`config.mk`:
```
export PLATFORM = sky130hd
export DESIGN_NAME = match_sequencer
export DESIGN_NICKNAME = d
export VERILOG_FILES = /design/src/rtl/match_sequencer.sv
export SDC_FILE = /design/constraint.sdc
export NUM_CORES = 1
export LEC_CHECK = 0
export ABC_AREA = 1
export BUFFER_PORTS_ARGS = -buffer_cell sky130_fd_sc_hd__buf_2
export CORE_ASPECT_RATIO = 1.2
export CORE_MARGIN = 5
export CORE_UTILIZATION = 40
export CTS_BUF_LIST = sky130_fd_sc_hd__clkbuf_4 sky130_fd_sc_hd__clkbuf_8
export DETAILED_ROUTE_END_ITERATION = 16
export HOLD_SLACK_MARGIN = 0.15
export SYNTH_ARGS = -nofsm -noshare
export SYNTH_HDL_FRONTEND = slang
export SYNTH_SLANG_ARGS = --single-unit
```
`constraint.sdc`:
```
create_clock -name clk -period 3.59 [get_ports clk]
set_input_delay 0.359 -clock clk [delete_from_list [all_inputs] [get_ports clk]]
set_output_delay 0.359 -clock clk [all_outputs]
set_load 0.005 [all_outputs]
```
`src/rtl/match_sequencer.sv`:
```
// Point/match sequencer for pong: gates game_on, serves, scores, pause, winner.
// Ports: clk/reset, start/pause/miss buttons, diff_sel in;
//        game_on, serve_req, serve_dir, scores, winner, diff_out, state out.
// Optional: define AUTO_DIFF_EN to bump difficulty when the left side leads by 2+.
module match_sequencer #(
  parameter int unsigned WIN_SCORE   = 7,
  parameter int unsigned PAUSE_TICKS = 50000000
) (
  input  logic       clk,
  input  logic       reset,
  input  logic       start_btn,
  input  logic       pause_btn,
  input  logic       miss_left,
  input  logic       miss_right,
  input  logic [1:0] diff_sel,
  output logic       game_on,
  output logic       serve_req,
  output logic       serve_dir,
  output logic [3:0] score_left,
  output logic [3:0] score_right,
  output logic [1:0] winner,
  output logic [1:0] diff_out,
  output logic [2:0] state
);
  localparam int unsigned TW =
    (PAUSE_TICKS > 1) ? $clog2(PAUSE_TICKS) : 1;
  localparam logic [TW-1:0] TLOAD = TW'(PAUSE_TICKS - 1);
  localparam logic [3:0] WIN = 4'(WIN_SCORE);

  typedef enum logic [2:0] {
    IDLE   = 3'd0,
    SERVE  = 3'd1,
    RALLY  = 3'd2,
    POINT  = 3'd3,
    PAUSED = 3'd4,
    OVER   = 3'd5
  } state_t;

  state_t        state_q, state_d;
  logic          game_on_q, game_on_d;
  logic          serve_req_q, serve_req_d;
  logic          serve_dir_q, serve_dir_d;
  logic [3:0]    score_l_q, score_l_d;
  logic [3:0]    score_r_q, score_r_d;
  logic [1:0]    winner_q, winner_d;
  logic [1:0]    diff_q, diff_d;
  logic [TW-1:0] timer_q, timer_d;
  logic          start_p_q, pause_p_q, ml_p_q, mr_p_q;

  logic start_e, pause_e, ml_e, mr_e;

  assign start_e = start_btn & ~start_p_q;
  assign pause_e = pause_btn & ~pause_p_q;
  assign ml_e    = miss_left & ~ml_p_q;
  assign mr_e    = miss_right & ~mr_p_q;

  always_comb begin
    state_d     = state_q;
    serve_dir_d = serve_dir_q;
    score_l_d   = score_l_q;
    score_r_d   = score_r_q;
    winner_d    = winner_q;
    diff_d      = diff_q;
    timer_d     = timer_q;
    unique case (state_q)
      IDLE, OVER: begin
        if (start_e) begin
          diff_d      = diff_sel;
          score_l_d   = '0;
          score_r_d   = '0;
          winner_d    = 2'b00;
          serve_dir_d = 1'b1;
          state_d     = SERVE;
        end
      end
      SERVE: state_d = RALLY;
      RALLY: begin
        if (ml_e && mr_e) begin
          // Simultaneous misses replay the point.
          state_d = POINT;
          timer_d = TLOAD;
        end else if (ml_e || mr_e) begin
          if (ml_e) begin
            score_r_d   = score_r_q + 4'd1;
            serve_dir_d = 1'b0;
          end else begin
            score_l_d   = score_l_q + 4'd1;
            serve_dir_d = 1'b1;
          end
          if (score_r_d == WIN) begin
            state_d  = OVER;
            winner_d = 2'b10;
          end else if (score_l_d == WIN) begin
            state_d  = OVER;
            winner_d = 2'b01;
          end else begin
            state_d = POINT;
            timer_d = TLOAD;
`ifdef AUTO_DIFF_EN
            if (diff_q != 2'b00 && diff_q != 2'b11 &&
                {1'b0, score_l_d} >= {1'b0, score_r_d} + 5'd2)
              diff_d = diff_q + 2'd1;
`endif
          end
        end else if (pause_e) begin
          state_d = PAUSED;
        end
      end
      POINT: begin
        if (timer_q == '0) state_d = SERVE;
        else timer_d = timer_q - TW'(1);
      end
      PAUSED: if (pause_e) state_d = RALLY;
      default: state_d = IDLE;
    endcase
    // Outputs follow the state being entered so they are registered.
    game_on_d   = (state_d == SERVE) || (state_d == RALLY);
    serve_req_d = (state_d == SERVE);
  end

  always_ff @(posedge clk or posedge reset) begin
    if (reset) begin
      state_q     <= IDLE;
      game_on_q   <= 1'b0;
      serve_req_q <= 1'b0;
      serve_dir_q <= 1'b1;
      score_l_q   <= '0;
      score_r_q   <= '0;
      winner_q    <= 2'b00;
      diff_q      <= 2'b01;
      timer_q     <= '0;
      start_p_q   <= 1'b0;
      pause_p_q   <= 1'b0;
      ml_p_q      <= 1'b0;
      mr_p_q      <= 1'b0;
    end else begin
      state_q     <= state_d;
      game_on_q   <= game_on_d;
      serve_req_q <= serve_req_d;
      serve_dir_q <= serve_dir_d;
      score_l_q   <= score_l_d;
      score_r_q   <= score_r_d;
      winner_q    <= winner_d;
      diff_q      <= diff_d;
      timer_q     <= timer_d;
      start_p_q   <= start_btn;
      pause_p_q   <= pause_btn;
      ml_p_q      <= miss_left;
      mr_p_q      <= miss_right;
    end
  end

  assign game_on     = game_on_q;
  assign serve_req   = serve_req_q;
  assign serve_dir   = serve_dir_q;
  assign score_left  = score_l_q;
  assign score_right = score_r_q;
  assign winner      = winner_q;
  assign diff_out    = diff_q;
  assign state       = state_q;
endmodule
```
==> impl_metrics.tcl, run 1 <==
set metrics [dict create \
    hold_violations 0 \
    synth.distinct_cells 34 \
    end_kind "register" \
    cts_buffer_depth 2 \
    yosys_warnings 0 \
    place_congestion 0.890 \
    ys_ff_latch 48 \
    grt_overflow 0 \
    vias_per_cell 4.95 \
    antenna_found_initial 0 \
    syn_nets 420 \
    track_usage_pct 15.7 \
    drcViolationCount 0 \
    hold_path_depth 1 \
    die_y_um 105 \
    holdCritPathClass "in2reg" \
    cts_num_sinks 48 \
    ir_drop_mv 0.279 \
    antenna_cells 0 \
    die-area_um2 9270 \
    start_util_pct 40.9 \
    yosysSeqAreaShare_pct 40.4 \
    finClkSkew_ns 0.0144 \
    final_area_um2 3240 \
    syn_area_per_cell_um2 7.28 \
    layout_commonest_cell "nand2_1" \
    fmax_mhz 375 \
    num_rows 34 \
    cts_tree "done" \
    p_leak_nw 1.56 \
    cts_buffers 5 \
    drive_above_1_share_pct 17.9 \
    post-cts-setup-buffer-count 0 \
    fin_nets 445 \
    worstPathRequired_ns 3.83 \
    final.period_utilization_pct 74.2 \
    ctsHoldBuffers 0 \
    port_buffers 25 \
    power.density_nw_per_um2 713 \
    nFillCells 756 \
    postRouteAntennaNets 0 \
    setup_tns_ns 0 \
    routedWlPerCell_um 13.1 \
    grt_pass1_wl_um 11800 \
    boundaryPins 26 \
    dp_hpwl_um 5170 \
    slew_viol_final 0 \
    dr.pass1.iters 4 \
    vias 2597 \
    path_class "reg2reg" \
    dpl_cell_area_um2 3150 \
    setup_viol 0 \
    cts.clk_slew.worst_paths_ns 0.09 \
    syn_to_final_growth_pct 8.95 \
    cts_root_buffer "clkbuf_8" \
    syn_area_um2 2980 \
    drv_cap 0 \
    rsz0062_at_grt "no" \
    routed_wl_um 6860 \
    tightest_slew_ns 1.03 \
    syn_inst 409 \
    grt_max_degree 49 \
    die_width_um 88.8 \
    status "finished, final reports clean" \
    drt_iter0_drc 140 \
    grt_pass1_vias 2536 \
    core-area_um2 7270 \
    timing.final.crit_period_ns 2.66 \
    cp_max_fo 31 \
    start_kind "register" \
    maxSlewHeadroom_pct 31.1 \
    whs_ns 0.167 \
    r2r_cells 10 \
    critPathArrivalTime_ns 2.91 \
    clock_latency_ns 0.31 \
    final_cell_mix "nand2_1 (101), nor2_1 (63), dfrtp_1 (46), inv_1 (44), nand3_1 (35)" \
    htree_levels 2 \
    postCtsResizedCells 0 \
]
==> kinds of logic (layout without fill, tap and decap cells) <==
kind of cell               count (synthesis)  after routing  synth area share [%]
and+or+nand+nor                          238            238                  35.6
buffers and inverters                     57             83                  8.62
AOI/OAI and AO/OA                         50             50                  10.0
DFF                                       48             48                  40.4
xor gates and xnor gates                  11             11                  3.24
adders and majority gates                  3              3                  1.26
muxes                                      2              2                 0.757
==> routing by layer <==
metal | share of wire (%) | up-vias | wire (um) | global-route usage, %
li1 | - | 1350 | - | -
met1 | 45 | 1205 | 3120 | 19.5
met2 | 50 | 38 | 3450 | 27.7
met3 | 3.3 | 4 | 229 | 2.30
met4 | 0.89 | 0 | 61 | 4.54
met5 | 0 | - | 0 | 0
==> metrics by stage <==
| step | total power [mW] | std cells | setup slack, ns | util [%] |
|---|---|---|---|---|
| 3_5_place_dp | 1.98 | 517 | 0.939 | 43.2 |
| 4_1_cts | 2.34 | 525 | 0.916 | 44.6 |
| 5_1_grt | 2.54 | 525 | 0.566 | 44.6 |
| 6_report | 2.31 | 525 | 0.925 | 44.6 |
| 3_3_place_gp | 1.95 | 517 | 1.01 | 43.2 |
| 2_1_floorplan | 1.77 | 409 | 1.85 | - |
==> area by class of cell <==
cell class / instances / area [um^2] / share of cell area (%)
multi-input cells: 304 / 1520 / 46.8
flip-flops and latches: 48 / 1200 / 37.1
inverters: 50 / 188 / 5.79
repair buffers: 25 / 125 / 3.86
well taps: 90 / 113 / 3.47
clock buffers: 6 / 82.6 / 2.55
clock inverters: 2 / 15.0 / 0.463
==> worst max-delay path, cell delays in order (launching register included) <==
cell and delay [ns]:
dfrtp_1 0.42, inv_1 0.09, nor2_1 0.13, nand2_1 0.30, inv_1 0.51, nand2_2 0.12, nand2_1 0.09, nand2_2 0.26
inv_2 0.47, o21ai_1 0.12, nand2_1 0.08
==> worst paths after layout <==
kind / slack, ns / start / end
setup / recovery: 0.93 / state[0]$_DFF_PP0_ / timer_q[5]$_DFFE_PP0P_
hold / removal: 0.17 / start_btn / start_p_q$_DFF_PP0_
setup reg to reg: 0.93 / state[0]$_DFF_PP0_ / timer_q[5]$_DFFE_PP0P_
hold reg to reg: 0.49 / winner[1]$_DFFE_PP0P_ / winner[1]$_DFFE_PP0P_
max in group asynchronous: 2.65 / reset / timer_q[16]$_DFFE_PP0P_
min in group asynchronous: 0.28 / reset / score_right[2]$_DFFE_PP0P_
==> power breakdown <==
group / switching, mW / internal (mW) / total, mW
Combinational: 0.668 / 0.371 / 1.04
Clock: 0.192 / 0.156 / 0.349
Sequential: 0.191 / 0.733 / 0.924
Total: 1.05 / 1.26 / 2.31
==> synth_stat cells (all sizes together) <==
cell | count | area, um^2
nor4 | 1 | 6.26
clkbuf | 2 | 7.51
dfrtp | 46 | 1150
nand3b | 1 | 7.51
inv | 50 | 188
xor2 | 8 | 70.1
o22a | 1 | 8.76
o21ai | 38 | 224
buf | 5 | 61.3
nor3 | 7 | 40.0
mux2 | 2 | 22.5
o22ai | 6 | 37.5
dfstp | 2 | 52.6
nand2 | 117 | 494
ha | 3 | 37.5
nor2 | 70 | 290
nand3 | 36 | 185
nand4 | 4 | 25.0
or2 | 2 | 12.5
a21oi | 5 | 28.8
xnor2 | 3 | 26.3
==> state kept, by name, indices dropped and copies added, names as in the netlist <==
signal and flops:
diff_out 2, game_on 1, ml_p_q 1, mr_p_q 1, pause_p_q 1, score_left 4
score_right 4, serve_dir 1, serve_req 1, start_p_q 1, state 3, timer_q 26
winner 2
Power figures use the tool's default switching activity.
==> run 2: changes to the inputs <==
--- a/config.mk
+++ b/config.mk
@@ -5,7 +5,7 @@
 export SDC_FILE = /design/constraint.sdc
 export NUM_CORES = 1
 export LEC_CHECK = 0
-export ABC_AREA = 1
+export ABC_AREA = 0
 export BUFFER_PORTS_ARGS = -buffer_cell sky130_fd_sc_hd__buf_2
 export CORE_ASPECT_RATIO = 1.2
 export CORE_MARGIN = 5
==> constraint.sdc (replaced) <==
create_clock -name clk -period 2.2 [get_ports clk]
set_input_delay 0.22 -clock clk [delete_from_list [all_inputs] [get_ports clk]]
set_output_delay 0.22 -clock clk [all_outputs]
set_load 0.005 [all_outputs]
==> run 2 against run 1 <==
Net effect:
- the flow now finishes with violations (negative setup slack)
- synthesized cell count decreased by 36%
- routed wire length decreased by 5.3%
- register-to-register slack lost 1.3 ns
- critical path depth decreased by 1
- largest cell class unchanged
- final cell count shrank 15%
- sequential cell count is the same
- die area is 13% lower
- total power is 40% higher
- sequential power up 24%
==> impl_metrics.tcl, run 2 <==
set metrics [dict create \
    status "complete, but fails checks" \
    violations "negative setup slack" \
    grt_max_degree 19 \
    drive_above_1_share_pct 41.8 \
    slew_viol_final 0 \
    die_y_um 97.2 \
    synth_area_leaders "dfrtp_1 (45%), o21ai_0 (4.1%), nand3_1 (3.6%)" \
    yosys_warnings 0 \
    grt_overflow 0 \
    syn_area_per_cell_um2 9.68 \
    crit_chain "inv_2 > ha_4 > or3b_4 > or4_4 > nor2_2 > nand3_4 > buf_6 > or4_1 > a21oi_1" \
    post-route-util_pct 59.4 \
    finClkSkew_ns 0.00859 \
    grt_pass1_wl_um 11000 \
    core-area_um2 6090 \
    antenna_cells 0 \
    final.period_utilization_pct 116 \
    final_cell_mix "buf_4 (63), dfrtp_1 (46), buf_2 (25), nand2_1 (17), nand3_1 (16)" \
    fin_nets 374 \
    yosysTopAreaCellShare_pct 45.4 \
    synth_flop_cell "dfrtp_1" \
    syn_inst 262 \
    die_width_um 82.7 \
    fmax_mhz 392 \
    synth.largest_area_cell "dfrtp_1" \
    ff2ff_setup_slack_ns -0.35 \
    largest_reg_flops 26 \
    holdCritPathClass "in2async" \
    hold_violations 0 \
    die-area_um2 8040 \
    routedWlPerCell_um 14.6 \
    synth.most_common_cell "dfrtp_1" \
    maxSlewHeadroom_pct 74.1 \
    dp_hpwl_um 4620 \
    layout_commonest_cell "buf_4" \
    worstPathRequired_ns 2.43 \
    synth_edf_count 0 \
    cpPeakStageDelay_ns 0.46 \
    top_register "timer_q" \
    port_buffers 25 \
    boundaryPins 26 \
    clock_latency_ns 0.31 \
    cts_buffers 5 \
    dpl_cell_area_um2 3230 \
    whs_ns 0.433 \
    vias_per_cell 5.35 \
    track_usage_pct 17.2 \
    fin_ws_ns -0.350 \
    async_reset_ff_share_pct 100 \
    syn_area_um2 2530 \
    start_util_pct 41.6 \
    htree_levels 2 \
    critPathArrivalTime_ns 2.78 \
    path_class "reg2reg" \
    setup_tns_ns -6.92 \
    vias 2384 \
    yosysSeqAreaShare_pct 47.5 \
    cts_num_sinks 48 \
    ir_drop_mv 0.584 \
    postRouteAntennaNets 0 \
    antenna_found_initial 0 \
    cts.clk_slew.worst_paths_ns 0.09 \
    ys_ff_latch 48 \
    drv_cap 0 \
    grt_pass1_vias 2447 \
    start_kind "register" \
    drt_iter0_drc 74 \
    syn_nets 273 \
    netlist_top_cells_count "dfrtp_1 (46), o21ai_0 (21), nand2_1 (19)" \
    slowest_stage "or4_4" \
    tightest_slew_ns 0.388 \
    final_area_um2 3620 \
    drcViolationCount 0 \
    cts_root_buffer "clkbuf_8" \
    cp_max_fo 6 \
    reg2reg_from "timer_q[0]$_DFFE_PP0P_" \
    reg2reg_to "timer_q[24]$_DFFE_PP0P_" \
    cts_tree "done" \
    cts_buffer_depth 2 \
    routed_wl_um 6500 \
    num_rows 31 \
    synth.distinct_cells 55 \
    place_congestion 0.799 \
    timing.final.crit_period_ns 2.55 \
    rsz0062_at_grt "yes" \
    p_leak_nw 1.54 \
    power.density_nw_per_um2 894 \
    setup_viol 29 \
    syn_to_final_growth_pct 42.6 \
    end_kind "register" \
    r2r_cells 9 \
    dr.pass1.iters 4 \
]
run 2: worst max-delay path by stage:
stage               slack, ns                      end              startpoint  cells past startpoint
floorplan               -0.39        game_on$_DFF_PP0_  timer_q[0]$_DFFE_PP0P_                      9
global placement        -0.34        game_on$_DFF_PP0_  timer_q[1]$_DFFE_PP0P_                      9
detailed placement      -0.38        game_on$_DFF_PP0_  timer_q[1]$_DFFE_PP0P_                      9
CTS                     -0.38        game_on$_DFF_PP0_  timer_q[0]$_DFFE_PP0P_                      9
global route            -0.42  timer_q[16]$_DFFE_PP0P_  timer_q[0]$_DFFE_PP0P_                      9
finish                  -0.35  timer_q[24]$_DFFE_PP0P_  timer_q[0]$_DFFE_PP0P_                      9
run 2: logic make-up after synthesis:
group,share of synthesized area (%)
XOR/XNOR,2.42
adder cells (fa/ha/maj),1.48
flip-flops,47.5
buffers and inverters,2.96
AND/OR/NAND/NOR,27.6
AO/OA/AOI/OAI,15.7
multiplexers,2.37
run 2: critical path: cells and delay by family (launching register included):
family | cells | cell delay, ns
AO/OA/AOI/OAI | 1 | 0.17
adder cells (fa/ha/maj) | 1 | 0.13
buffers and inverters | 2 | 0.23
flip-flops | 1 | 0.41
AND/OR/NAND/NOR | 5 | 1.53
run 2: power by group:
part,switching (mW),total [mW],internal [mW]
Sequential,0.0987,1.15,1.05
Combinational,0.734,1.52,0.787
Clock,0.308,0.560,0.252
Total,1.14,3.23,2.09
run 2: what timing repair did:
item                                    4_1_cts  5_1_grt
gates resized for setup                      32       11
setup buffers                                 2        3
hold buffers                                  7        0
hold endpoints to repair                     22        0
endpoints found under the setup margin       29       30
pin swaps                                    34       11
cloned                                        1        0
run 2: stage by stage:
stage,std cells,setup WS [ns],power [mW]
2_1_floorplan,262,-0.393,1.83
3_3_place_gp,425,-0.343,2.41
3_5_place_dp,425,-0.384,2.43
4_1_cts,443,-0.380,3.14
5_1_grt,446,-0.421,3.45
6_report,446,-0.350,3.23
run 2: routing by layer:
layer  global-route usage (%)  part of all wire [%]  vias up
li1                         -                     -     1171
met4                     5.79                   2.3        0
met5                        0                     0        -
met3                     3.34                   2.8       14
met2                     30.2                    52       45
met1                     20.4                    43     1154
run 2: layout make-up:
cell class | count | area [um^2]
fillers | 549 | 2470
multi-input cells | 198 | 1410
flip-flops and latches | 48 | 1200
repair buffers | 104 | 787
well taps | 82 | 103
clock buffers | 6 | 82.6
inverters | 6 | 22.5
clock inverters | 2 | 10.0
==> run 3: changes to the inputs <==
--- a/config.mk
+++ b/config.mk
@@ -7,6 +7,7 @@
 export LEC_CHECK = 0
 export ABC_AREA = 0
 export BUFFER_PORTS_ARGS = -buffer_cell sky130_fd_sc_hd__buf_2
+export CAP_MARGIN = 20
 export CORE_ASPECT_RATIO = 1.2
 export CORE_MARGIN = 5
 export CORE_UTILIZATION = 40
==> constraint.sdc (replaced) <==
create_clock -name clk -period 3 [get_ports clk]
set_input_delay 0.3 -clock clk [delete_from_list [all_inputs] [get_ports clk]]
set_output_delay 0.3 -clock clk [all_outputs]
set_load 0.005 [all_outputs]
==> run 3 against run 2 <==
Net effect:
- clock-buffer cell count grew 1
- sequential cell count stayed put
- routed wire length shrank 17%
- first-iteration DRC count is 8.1% lower
- critical path type unchanged
- the run now ends clean
- utilization fell by 12 points
- die area unchanged
- critical path depth unchanged
- largest cell class unchanged
- final area down 19%
==> impl_metrics.tcl, run 3 (synthesized netlist as in run 2, its figures left out) <==
set metrics [dict create \
    reg2reg_to "timer_q[15]$_DFFE_PP0P_" \
    tightest_slew_ns 0.753 \
    vias_per_cell 5.45 \
    critPathArrivalTime_ns 2.98 \
    setup_tns_ns 0 \
    setup_viol 0 \
    antenna_found_initial 0 \
    place_congestion 0.792 \
    die_width_um 82.7 \
    cts_root_buffer "clkbuf_8" \
    r2r_cells 9 \
    timing.final.crit_period_ns 2.79 \
    holdCritPathClass "in2reg" \
    drv_cap 0 \
    multiInputGateArea_um2 1260 \
    cts_buffer_depth 2 \
    drive_above_1_share_pct 20.2 \
    boundaryPins 26 \
    hold_violations 0 \
    ff2ff_setup_slack_ns 0.21 \
    syn_to_final_growth_pct 14.9 \
    htree_levels 2 \
    port_buffers 25 \
    grt_pass1_vias 2019 \
    die-area_um2 8040 \
    dp.cells 361 \
    routed_wl_um 5390 \
    final_cell_mix "dfrtp_1 (46), buf_2 (25), o21ai_0 (21), nand2_1 (19), nand3_1 (18)" \
    ir_drop_mv 0.452 \
    start_kind "register" \
    end_kind "register" \
    cp_max_fo 13 \
    num_rows 31 \
    slew_viol_final 0 \
    post-route-util_pct 47.8 \
    rsz0062_at_grt "no" \
    power.density_nw_per_um2 699 \
    track_usage_pct 14.4 \
    hold_path_depth 1 \
    postRouteAntennaNets 0 \
    cts_num_sinks 48 \
    core-area_um2 6090 \
    largest_reg_flops 26 \
    worstPathRequired_ns 3.18 \
    finClkSkew_ns 0.00771 \
    start_util_pct 41.6 \
    path_class "reg2reg" \
    reg2reg_from "timer_q[0]$_DFFE_PP0P_" \
    drcViolationCount 0 \
    clock_latency_ns 0.30 \
    nFillCells 572 \
    seq_area_um2 1200 \
    p_leak_nw 1.17 \
    holdPathEnd "ml_p_q$_DFF_PP0_" \
    fmax_mhz 358 \
    drt_iter0_drc 68 \
    antenna_cells 0 \
    die_y_um 97.2 \
    dp_hpwl_um 3830 \
    cts_tree "done" \
    fin_nets 302 \
    cts.clk_slew.worst_paths_ns 0.09 \
    maxSlewHeadroom_pct 49.8 \
    final.period_utilization_pct 93.1 \
    vias 2037 \
    min_from "miss_left" \
    stdcell_count 374 \
    layout_commonest_cell "dfrtp_1" \
    cts_buffers 5 \
    grt_pass1_wl_um 9240 \
    status "finished, final reports clean" \
    dr.pass1.iters 4 \
    grt_overflow 0 \
    routedWlPerCell_um 14.4 \
    grt_max_degree 49 \
    top_register "timer_q" \
]
run 3: layer usage:
layer / vias to the layer above / wire length (um) / GRT usage (%)
li1: 1019 / - / -
met1: 977 / 2540 / 18.6
met3: 7 / 172 / 2.60
met2: 34 / 2600 / 23.3
met4: 0 / 84 / 5.41
met5: - / 0 / 0
run 3: worst max path at each step:
| stage | to | slack [ns] | from | cells after the start |
|---|---|---|---|---|
| finish | timer_q[15]$_DFFE_PP0P_ | 0.21 | timer_q[0]$_DFFE_PP0P_ | 9 |
| global route | timer_q[24]$_DFFE_PP0P_ | 0.02 | ml_p_q$_DFF_PP0_ | 7 |
| CTS | game_on$_DFF_PP0_ | 0.20 | timer_q[0]$_DFFE_PP0P_ | 9 |
| detailed placement | game_on$_DFF_PP0_ | 0.21 | timer_q[0]$_DFFE_PP0P_ | 9 |
| global placement | game_on$_DFF_PP0_ | 0.26 | timer_q[0]$_DFFE_PP0P_ | 9 |
| floorplan | game_on$_DFF_PP0_ | 0.39 | timer_q[0]$_DFFE_PP0P_ | 9 |
run 3: metrics by stage:
step | setup WS [ns] | cell area [um^2] | hold WS, ns | power [mW]
floorplan | 0.386 | 2530 | 0.331 | 1.33
global placement | 0.263 | 2730 | 0.420 | 1.53
detailed placement | 0.210 | 2730 | 0.424 | 1.54
CTS | 0.199 | 2880 | 0.157 | 2.06
global route | 0.0197 | 2910 | 0.170 | 2.18
finish | 0.207 | 2910 | 0.172 | 2.04
run 3: timing repair:
action	in CTS	in global routing
buffers inserted	0	0
resized for setup	0	0
hold buffers	3	1
hold endpoints to repair	3	46
run 3: cell type report:
| type | instances | area share [%] |
|---|---|---|
| multi-input cells | 198 | 43.1 |
| clock buffers | 7 | 3.31 |
| clock inverters | 1 | 1.03 |
| flip-flops and latches | 48 | 41.3 |
| inverters | 6 | 0.774 |
| well taps | 82 | 3.52 |
| repair buffers | 32 | 6.88 |
run 3: critical path, cell delays in order (launching register included):
cell and delay [ns]:
dfrtp_1 0.43, inv_1 0.08, ha_1 0.17, or3b_1 0.44, or4_4 0.46, nor4_4 0.29
o21ai_2 0.17, nand3_2 0.23, nor3_1 0.07, or3b_1 0.34
run 3: where the power goes:
part | internal, mW | switching, mW | leakage [nW]
logic | 0.284 | 0.347 | 0.555
clock network | 0.294 | 0.208 | 0.0645
registers | 0.773 | 0.130 | 0.555
total | 1.35 | 0.685 | 1.17
